### src/rtl/tone_burst_ctrl.sv
// tone_burst_ctrl: releases a free-running oscillator for a programmed number of whole sine
// periods, then holds it in reset for a silent gap. Define TONE_TIMEOUT_EN to build the crossing timeout.
module tone_burst_ctrl #(
    parameter int WIDTH      = 8,
    parameter int CNT_W      = 8,
    parameter int GAP_W      = 12,
    parameter int MAX_PERIOD = 1024
) (
    input  logic             clk,
    input  logic             rst,
    input  logic             start,
    input  logic             abort,
    input  logic [CNT_W-1:0] periods,
    input  logic [GAP_W-1:0] gap,
    input  logic [WIDTH-1:0] sin_in,
    output logic             osc_rst,
    output logic [WIDTH-1:0] tone_out,
    output logic             tone_valid,
    output logic             busy,
    output logic             done,
    output logic             err
);

    typedef enum logic [1:0] {
        S_IDLE = 2'd0,
        S_RUN  = 2'd1,
        S_GAP  = 2'd2
    } state_t;

    state_t           state_q, state_d;
    logic [CNT_W-1:0] per_q, per_d;
    logic [CNT_W-1:0] pcnt_q, pcnt_d;
    logic [GAP_W-1:0] gap_len_q, gap_len_d;
    logic [GAP_W-1:0] gcnt_q, gcnt_d;
    logic [WIDTH-1:0] sin_prev_q, sin_prev_d;
    logic             osc_rst_q, osc_rst_d;
    logic [WIDTH-1:0] tone_q, tone_d;
    logic             tone_valid_q, tone_valid_d;
    logic             busy_q, busy_d;
    logic             done_q, done_d;
    logic             err_q, err_d;
    logic             crossing_s;
    logic             timeout_s;
    logic [CNT_W:0]   pcnt_inc_s;
    logic [GAP_W:0]   gcnt_inc_s;

    if (MAX_PERIOD < 1) begin : g_bad_max_period
        $error("MAX_PERIOD must be at least 1");
    end

    // Upward zero crossing: previous sample negative, current sample non-negative (sign bits).
    assign crossing_s = (state_q == S_RUN) && sin_prev_q[WIDTH-1] && !sin_in[WIDTH-1];
    assign pcnt_inc_s = {1'b0, pcnt_q} + {{CNT_W{1'b0}}, 1'b1};
    assign gcnt_inc_s = {1'b0, gcnt_q} + {{GAP_W{1'b0}}, 1'b1};

`ifdef TONE_TIMEOUT_EN
    localparam int TMR_W = (MAX_PERIOD > 2) ? $clog2(MAX_PERIOD) : 1;

    logic [TMR_W-1:0] tmr_q, tmr_d;

    // Cycles since RUN entry or the last crossing; held at zero outside RUN.
    always_comb begin
        if ((state_q != S_RUN) || crossing_s) begin
            tmr_d = {TMR_W{1'b0}};
        end else begin
            tmr_d = tmr_q + TMR_W'(1);
        end
    end

    assign timeout_s = (state_q == S_RUN) && !crossing_s &&
                       (tmr_q == TMR_W'(MAX_PERIOD - 1));

    // Timeout counter register.
    always_ff @(posedge clk) begin
        if (rst) begin
            tmr_q <= {TMR_W{1'b0}};
        end else begin
            tmr_q <= tmr_d;
        end
    end
`else
    assign timeout_s = 1'b0;
`endif

    // Next-state, counters and completion/error pulses.
    always_comb begin
        state_d    = state_q;
        per_d      = per_q;
        gap_len_d  = gap_len_q;
        pcnt_d     = pcnt_q;
        gcnt_d     = gcnt_q;
        sin_prev_d = sin_prev_q;
        done_d     = 1'b0;
        err_d      = 1'b0;
        case (state_q)
            S_IDLE: begin
                if (start && !abort) begin
                    per_d     = periods;
                    gap_len_d = gap;
                    if (periods == {CNT_W{1'b0}}) begin
                        done_d = 1'b1;
                    end else begin
                        state_d    = S_RUN;
                        pcnt_d     = {CNT_W{1'b0}};
                        sin_prev_d = {WIDTH{1'b0}};
                    end
                end else begin
                    state_d = S_IDLE;
                end
            end
            S_RUN: begin
                sin_prev_d = sin_in;
                if (abort) begin
                    state_d = S_IDLE;
                end else if (crossing_s) begin
                    pcnt_d = pcnt_inc_s[CNT_W-1:0];
                    if (pcnt_inc_s == {1'b0, per_q}) begin
                        if (gap_len_q != {GAP_W{1'b0}}) begin
                            state_d = S_GAP;
                            gcnt_d  = {GAP_W{1'b0}};
                        end else begin
                            state_d = S_IDLE;
                            done_d  = 1'b1;
                        end
                    end else begin
                        state_d = S_RUN;
                    end
                end else if (timeout_s) begin
                    state_d = S_IDLE;
                    err_d   = 1'b1;
                end else begin
                    state_d = S_RUN;
                end
            end
            S_GAP: begin
                if (abort) begin
                    state_d = S_IDLE;
                end else if (gcnt_inc_s == {1'b0, gap_len_q}) begin
                    state_d = S_IDLE;
                    done_d  = 1'b1;
                end else begin
                    gcnt_d = gcnt_inc_s[GAP_W-1:0];
                end
            end
            default: begin
                state_d = S_IDLE;
            end
        endcase
    end

    // Outputs follow the next state; a sample is live only while RUN continues.
    always_comb begin
        osc_rst_d    = (state_d != S_RUN);
        busy_d       = (state_d != S_IDLE);
        tone_valid_d = (state_q == S_RUN) && (state_d == S_RUN);
        if (tone_valid_d) begin
            tone_d = sin_in;
        end else begin
            tone_d = {WIDTH{1'b0}};
        end
    end

    // State, latched configuration, counters and registered outputs.
    always_ff @(posedge clk) begin
        if (rst) begin
            state_q      <= S_IDLE;
            per_q        <= {CNT_W{1'b0}};
            gap_len_q    <= {GAP_W{1'b0}};
            pcnt_q       <= {CNT_W{1'b0}};
            gcnt_q       <= {GAP_W{1'b0}};
            sin_prev_q   <= {WIDTH{1'b0}};
            osc_rst_q    <= 1'b1;
            tone_q       <= {WIDTH{1'b0}};
            tone_valid_q <= 1'b0;
            busy_q       <= 1'b0;
            done_q       <= 1'b0;
            err_q        <= 1'b0;
        end else begin
            state_q      <= state_d;
            per_q        <= per_d;
            gap_len_q    <= gap_len_d;
            pcnt_q       <= pcnt_d;
            gcnt_q       <= gcnt_d;
            sin_prev_q   <= sin_prev_d;
            osc_rst_q    <= osc_rst_d;
            tone_q       <= tone_d;
            tone_valid_q <= tone_valid_d;
            busy_q       <= busy_d;
            done_q       <= done_d;
            err_q        <= err_d;
        end
    end

    assign osc_rst    = osc_rst_q;
    assign tone_out   = tone_q;
    assign tone_valid = tone_valid_q;
    assign busy       = busy_q;
    assign done       = done_q;
    assign err        = err_q;

endmodule

### config.mk
export PLATFORM = sky130hd
export DESIGN_NAME = tone_burst_ctrl
export DESIGN_NICKNAME = d
export VERILOG_FILES = /design/src/rtl/tone_burst_ctrl.sv
export SDC_FILE = /design/constraint.sdc
export NUM_CORES = 1
export LEC_CHECK = 0
export BUFFER_PORTS_ARGS = -buffer_cell sky130_fd_sc_hd__buf_2
export CAP_MARGIN = 10
export CELL_PAD_IN_SITES_DETAIL_PLACEMENT = 0
export CELL_PAD_IN_SITES_GLOBAL_PLACEMENT = 1
export CORE_ASPECT_RATIO = 1.1
export CORE_UTILIZATION = 30
export CTS_BUF_LIST = sky130_fd_sc_hd__clkbuf_16
export DETAILED_ROUTE_END_ITERATION = 10
export HOLD_SLACK_MARGIN = 0.1
export PLACE_DENSITY = 0.66
export SLEW_MARGIN = 10
export SYNTH_ARGS = -nofsm -noshare
export SYNTH_HDL_FRONTEND = slang
export SYNTH_SLANG_ARGS = --single-unit
### constraint.sdc
create_clock -name clk -period 2.9 [get_ports clk]
set_input_delay 0.145 -clock clk [delete_from_list [all_inputs] [get_ports clk]]
set_output_delay 0.145 -clock clk [all_outputs]
set_load 0.1 [all_outputs]
Word level (Yosys, flattened, before mapping)
Index checks and enable logic that the tools add are counted.
- bits in registers: 62
- input port bits: 32
- output and inout bits: 13
- $add $sub $neg: 2
- equality and inequality tests: 14
- muxes and demuxes: 31
- bitwise gates (word level): 1
- reduce and logical (&&, ||, !) cells: 17
- operators by type and width (cell ; number):
    $mux 12 ; 6
    $mux 8 ; 4
    $pmux 8 s2 ; 2
    $pmux 12 s2 ; 1
    $mux 2 ; 8
    $add 12x1->13 const B ; 1
    $eq 13x12->1 ; 1
    $ne 2x2->1 const B ; 6
    $reduce_bool 12->1 ; 1
    $add 8x1->9 const B ; 1
    $eq 9x8->1 ; 1
    $logic_not 8->1 ; 1
    $mux 1 ; 8
    $reduce_and 7->1 ; 1
    $ne 2x1->1 const B ; 3
    $pmux 2 s3 ; 1
    $reduce_bool 2->1 ; 3
    $reduce_and 5->1 ; 1
    $eq 2x1->1 const B ; 2
    $logic_and 1x1->1 ; 4
    $pmux 1 s3 ; 1
    $reduce_and 3->1 ; 1
    $eq 2x2->1 const B ; 1
    $logic_not 1->1 ; 2
    4 further kinds ; 4

Logic depth before layout (Yosys ltp)
- depth after elaboration: 10
- depth in mapped cells: 10
- mapped depth without buffers: 8

Worst setup path before layout
OpenSTA, ideal clock, no wires.
- kind: reg2reg
- start: reg gcnt_q[0]
- end: reg gcnt_q[5]
- data arrival time: 2.404 ns
- slack: 0.364 ns
- cell stages (with the launch flop): 10
- path buffers: 1
- path through: dfxtp_1 > ha_1 > nand3_2 > or3_1 > o211a_1 > nand3b_1 > or3_1 > buf_2 > a21oi_1 > a21oi_1
- longest elaborated chain between the ends: 4
- elaborated cells on any way between the ends: 7
- RTL lines (element ; line ; source):
    start: declaration ; 34 ; logic [GAP_W-1:0] gcnt_q, gcnt_d;
    start signal: assignment ; 170 ; gcnt_q <= {GAP_W{1'b0}};
    start signal: assignment ; 183 ; gcnt_q <= gcnt_d;
    $add 12x1->13 (*) ; 54 ; assign gcnt_inc_s = {1'b0, gcnt_q} + {{GAP_W{1'b0}}, 1'b1};
    $eq 13x12->1 or $mux 12 (tied branches) ; 138 ; end else if (gcnt_inc_s == {1'b0, gap_len_q}) begin
    $ne 2x2->1 (no source line) or $mux 12 (tied branches) ; n/a ;
    $reduce_and 7->1 (no source line) or $pmux 12 s2 (tied branches) ; n/a ;
Mark *: on every way between the ends. The rest lies on a longest branch, timed or not. The select of a mux whose other input is x is not followed.
A chain may end at the register's enable or synchronous reset.

Worst setup path after layout
- start: reg gcnt_q[3]
- end: reg gcnt_q[2]
- longest elaborated chain between the ends: 4
- RTL lines (element ; line):
    $add 12x1->13 ; 54
    $eq 13x12->1 ; 138
    $ne 2x2->1 (no source line) ; n/a
    $reduce_and 7->1 (no source line) ; n/a
Every way passes these cells.

==> impl_metrics.yaml <==
outcome:
  run_status: "completed"
worst_setup_path:
  path_delay_family: "compound AO/OA/AOI/OAI gates"
  timing.critical_path.required_ns: 3.12
  worst-path-max-fanout: 8
  worst_setup_path_start_kind: "flip-flop"
  critical_path.n_buffers_inverters: 1
  worstReg2RegStart: "gcnt_q[3]"
  setup.worst_path.start: "gcnt_q[3]"
  slowest_stage: "dfxtp_1"
  critical_path_arrival_ns: 2.93
  crit_chain: "nand4_2 -> or3_4 -> o221ai_1 -> o221ai_2 -> o311ai_4 -> buf_4 -> a31oi_1 -> o21ai_1"
  crit_path_end_kind: "flip-flop"
  crit_path_max_incr_delay_ns: 0.53
  critPathKind: "reg -> reg"
power:
  ir_drop_uv: 231
  cellPowerDensity_nw_per_um2: 415
  total_power_w: 0.00160
  leakage_nw: 1.44
floorplan:
  fp.dieW_um: 99.4
  top_level_ports: 45
  core.rowCount: 38
  coreArea_sq_um: 9980
  fp.dieArea_sq_um: 10800
  die_y_um: 109
  initial_util_pct: 31.4
clock_tree:
  clock_insertion_delay_worst_skew_ns: 0.30
  max_root_sink_buffers: 2
  total_clock_buffers_created_by_cts: 5
  clock-root-buffer: "clkbuf_16"
  cts_sinks: 55
  cts.repair_timing.setup_buffer_count: 0
  tritoncts: "built"
  cts.reportedPaths.clkPinSlew_ns: 0.07
  clock_h_tree_levels: 2
logic_synthesis:
  synth-seq-area-share_pct: 35.2
  asr_flop_ratio_synth_pct: 0
  synth.ff_latch_count: 55
  synth_flop_cell: "dfxtp_1"
  yosysTopAreaCellShare_pct: 35.2
  netlist-cell-type-count: 60
  yosys.area.top_type: "dfxtp_1"
  post_synth_main_area_contributors: "dfxtp_1, nand2_1, a21oi_1"
  synth_top_cells_by_count: "nand2_1, dfxtp_1, a21oi_1, nor2_1"
  postSynthCellCount: 391
  post-synth-top-count-cell: "nand2_1"
  synth-edff-count: 0
  ys_warn_count: 0
  mappedNetlistArea_sq_um: 3130
  syn_area_per_cell_sq_um: 8.01
  post_synth_net_total: 425
sta:
  rsz_0062_raised_after_global_routing: "no"
  total_neg_setup_slack_ns: 0
  report.final.setup_viol: 0
  finalWorstPathRequiredPeriod_ns: 2.71
  post-route-worst-setup-slack_ns: 0.190
  hold-worst-slack_ns: 0.101
  slew_viol_final: 0
  worstMarginPinSlew_ns: 0.701
  fmax_ghz: 0.369
  worst_slew_margin_relative_to_its_limit_pct: 52.8
  timing.final.crit_share_pct: 93.5
  worst_clock_skew_ns: 0.00817
  hold_violations: 0
final_layout:
  post_route_cells_drive_above_1_share_pct: 17.8
  design.final.nets: 487
  antenna_cells: 0
  syn_to_final_growth_pct: 23.1
  final_core_utilization_pct: 38.6
route:
  firstDrtPassIters: 4
  dr.first_iter.drc_count: 162
  vias_per_cell: 5.32
  antenna_violating_nets_post_route: 0
  wl_per_cell_um: 16.0
  drc_errors: 0
  detail_route.wirelength_um: 9160
  detailroute.via_count: 3051
hold_path:
  holdCritPathClass: "in -> reg"
  min_from: "gap[5]"
grt:
  grt_pass1_wl_um: 14800
  grt_start_max_net_pins: 31
  globalRouteTotalUtil_pct: 17.5
  grt_pass1_vias: 2995
  number_of_antenna_violations_at_the_first_check_in_global_routing: 0
  final_global_route_overflow_total: 0
place:
  place.port_buffers: 43
  pre_cts_ws_ns: 0.202
  dp.final_hpwl_um: 6700
  gpl.final_weighted_congestion: 0.935
run:
  max_cap_viol_count: 0
[metal layers]
metal  global-route usage, %  wire length, um
met5                       0                0
met1                    21.3             4050
met3                    2.76              397
met2                    30.7             4470
met4                    7.04              240
[worst paths after layout]
path / end / slack, ns / cells past startpoint
worst max-delay path: gcnt_q[2] / 0.19 / 8
worst min-delay path: gap_len_q[5] / 0.10 / 3
worst max register to register: gcnt_q[2] / 0.19 / 8
worst min register to register: per_q[3] / 0.47 / 2
[sequential cells by signal, summed over array words and instances (netlist names), 2 cells and up]
name       flops
gcnt_q        12
tone_out       8
pcnt_q         8
gap_len_q     12
state_q        2
per_q          8
[logic make-up after synthesis]
group / count (synthesis) / synth area share (%)
xor gates and xnor gates: 19 / 5.32
other: 1 / 0.120
and+or+nand+nor: 179 / 31.3
buffers and inverters: 33 / 4.60
DFF: 55 / 35.2
adders and majority gates: 2 / 0.799
muxes: 5 / 1.60
AOI/OAI and AO/OA: 97 / 21.1
[per-stage QoR]
step | instances | area [sq um]
after floorplan | 391 | 3130
after global placement | 543 | 3480
after detailed placement | 543 | 3480
after CTS | 573 | 3840
after global routing | 574 | 3850
final | 574 | 3850
[cells in the final DEF, fill, tap and decap left out, drive strengths merged, types with 4 or more instances in the layout]
master	n
o221ai	6
nor2	22
a21oi	37
nor3b	4
nand3	17
nand4	9
o21ai	15
and3	12
o211ai	4
clkbuf	5
nor3	14
or3	5
mux2i	5
nor4	8
a31oi	10
buf	54
dlygate4sd3	23
and2	9
xor2	5
nor2b	7
xnor2	14
nand2	57
inv	12
dfxtp	55
[worst register-to-register path, delay by kind of cell, from the launching register on]
kind | cells | cell delay, ns
and+or+nand+nor | 2 | 0.73
DFF | 1 | 0.53
AOI/OAI and AO/OA | 5 | 1.14
buffers and inverters | 1 | 0.23
[final cells by class]
type | instances | area, sq um
inverter | 11 | 41.3
clock inverter | 3 | 16.3
timing repair buffer | 77 | 528
clock buffer | 5 | 125
fill | 1049 | 6130
tap | 120 | 150
multi-input combinational | 303 | 1890
sequential | 55 | 1100
[where the power goes]
part / internal (W) / switching (W)
clock network: 0.000316 / 0.000284
registers: 0.000772 / 0.0000166
logic: 0.0000862 / 0.000122
[timing repair]
item,in CTS,in global routing
resized for setup,0,1
hold buffers,22,1
hold endpoints to repair,22,1
endpoints found under the setup margin,0,1
(Power assumes the default switching activity.)
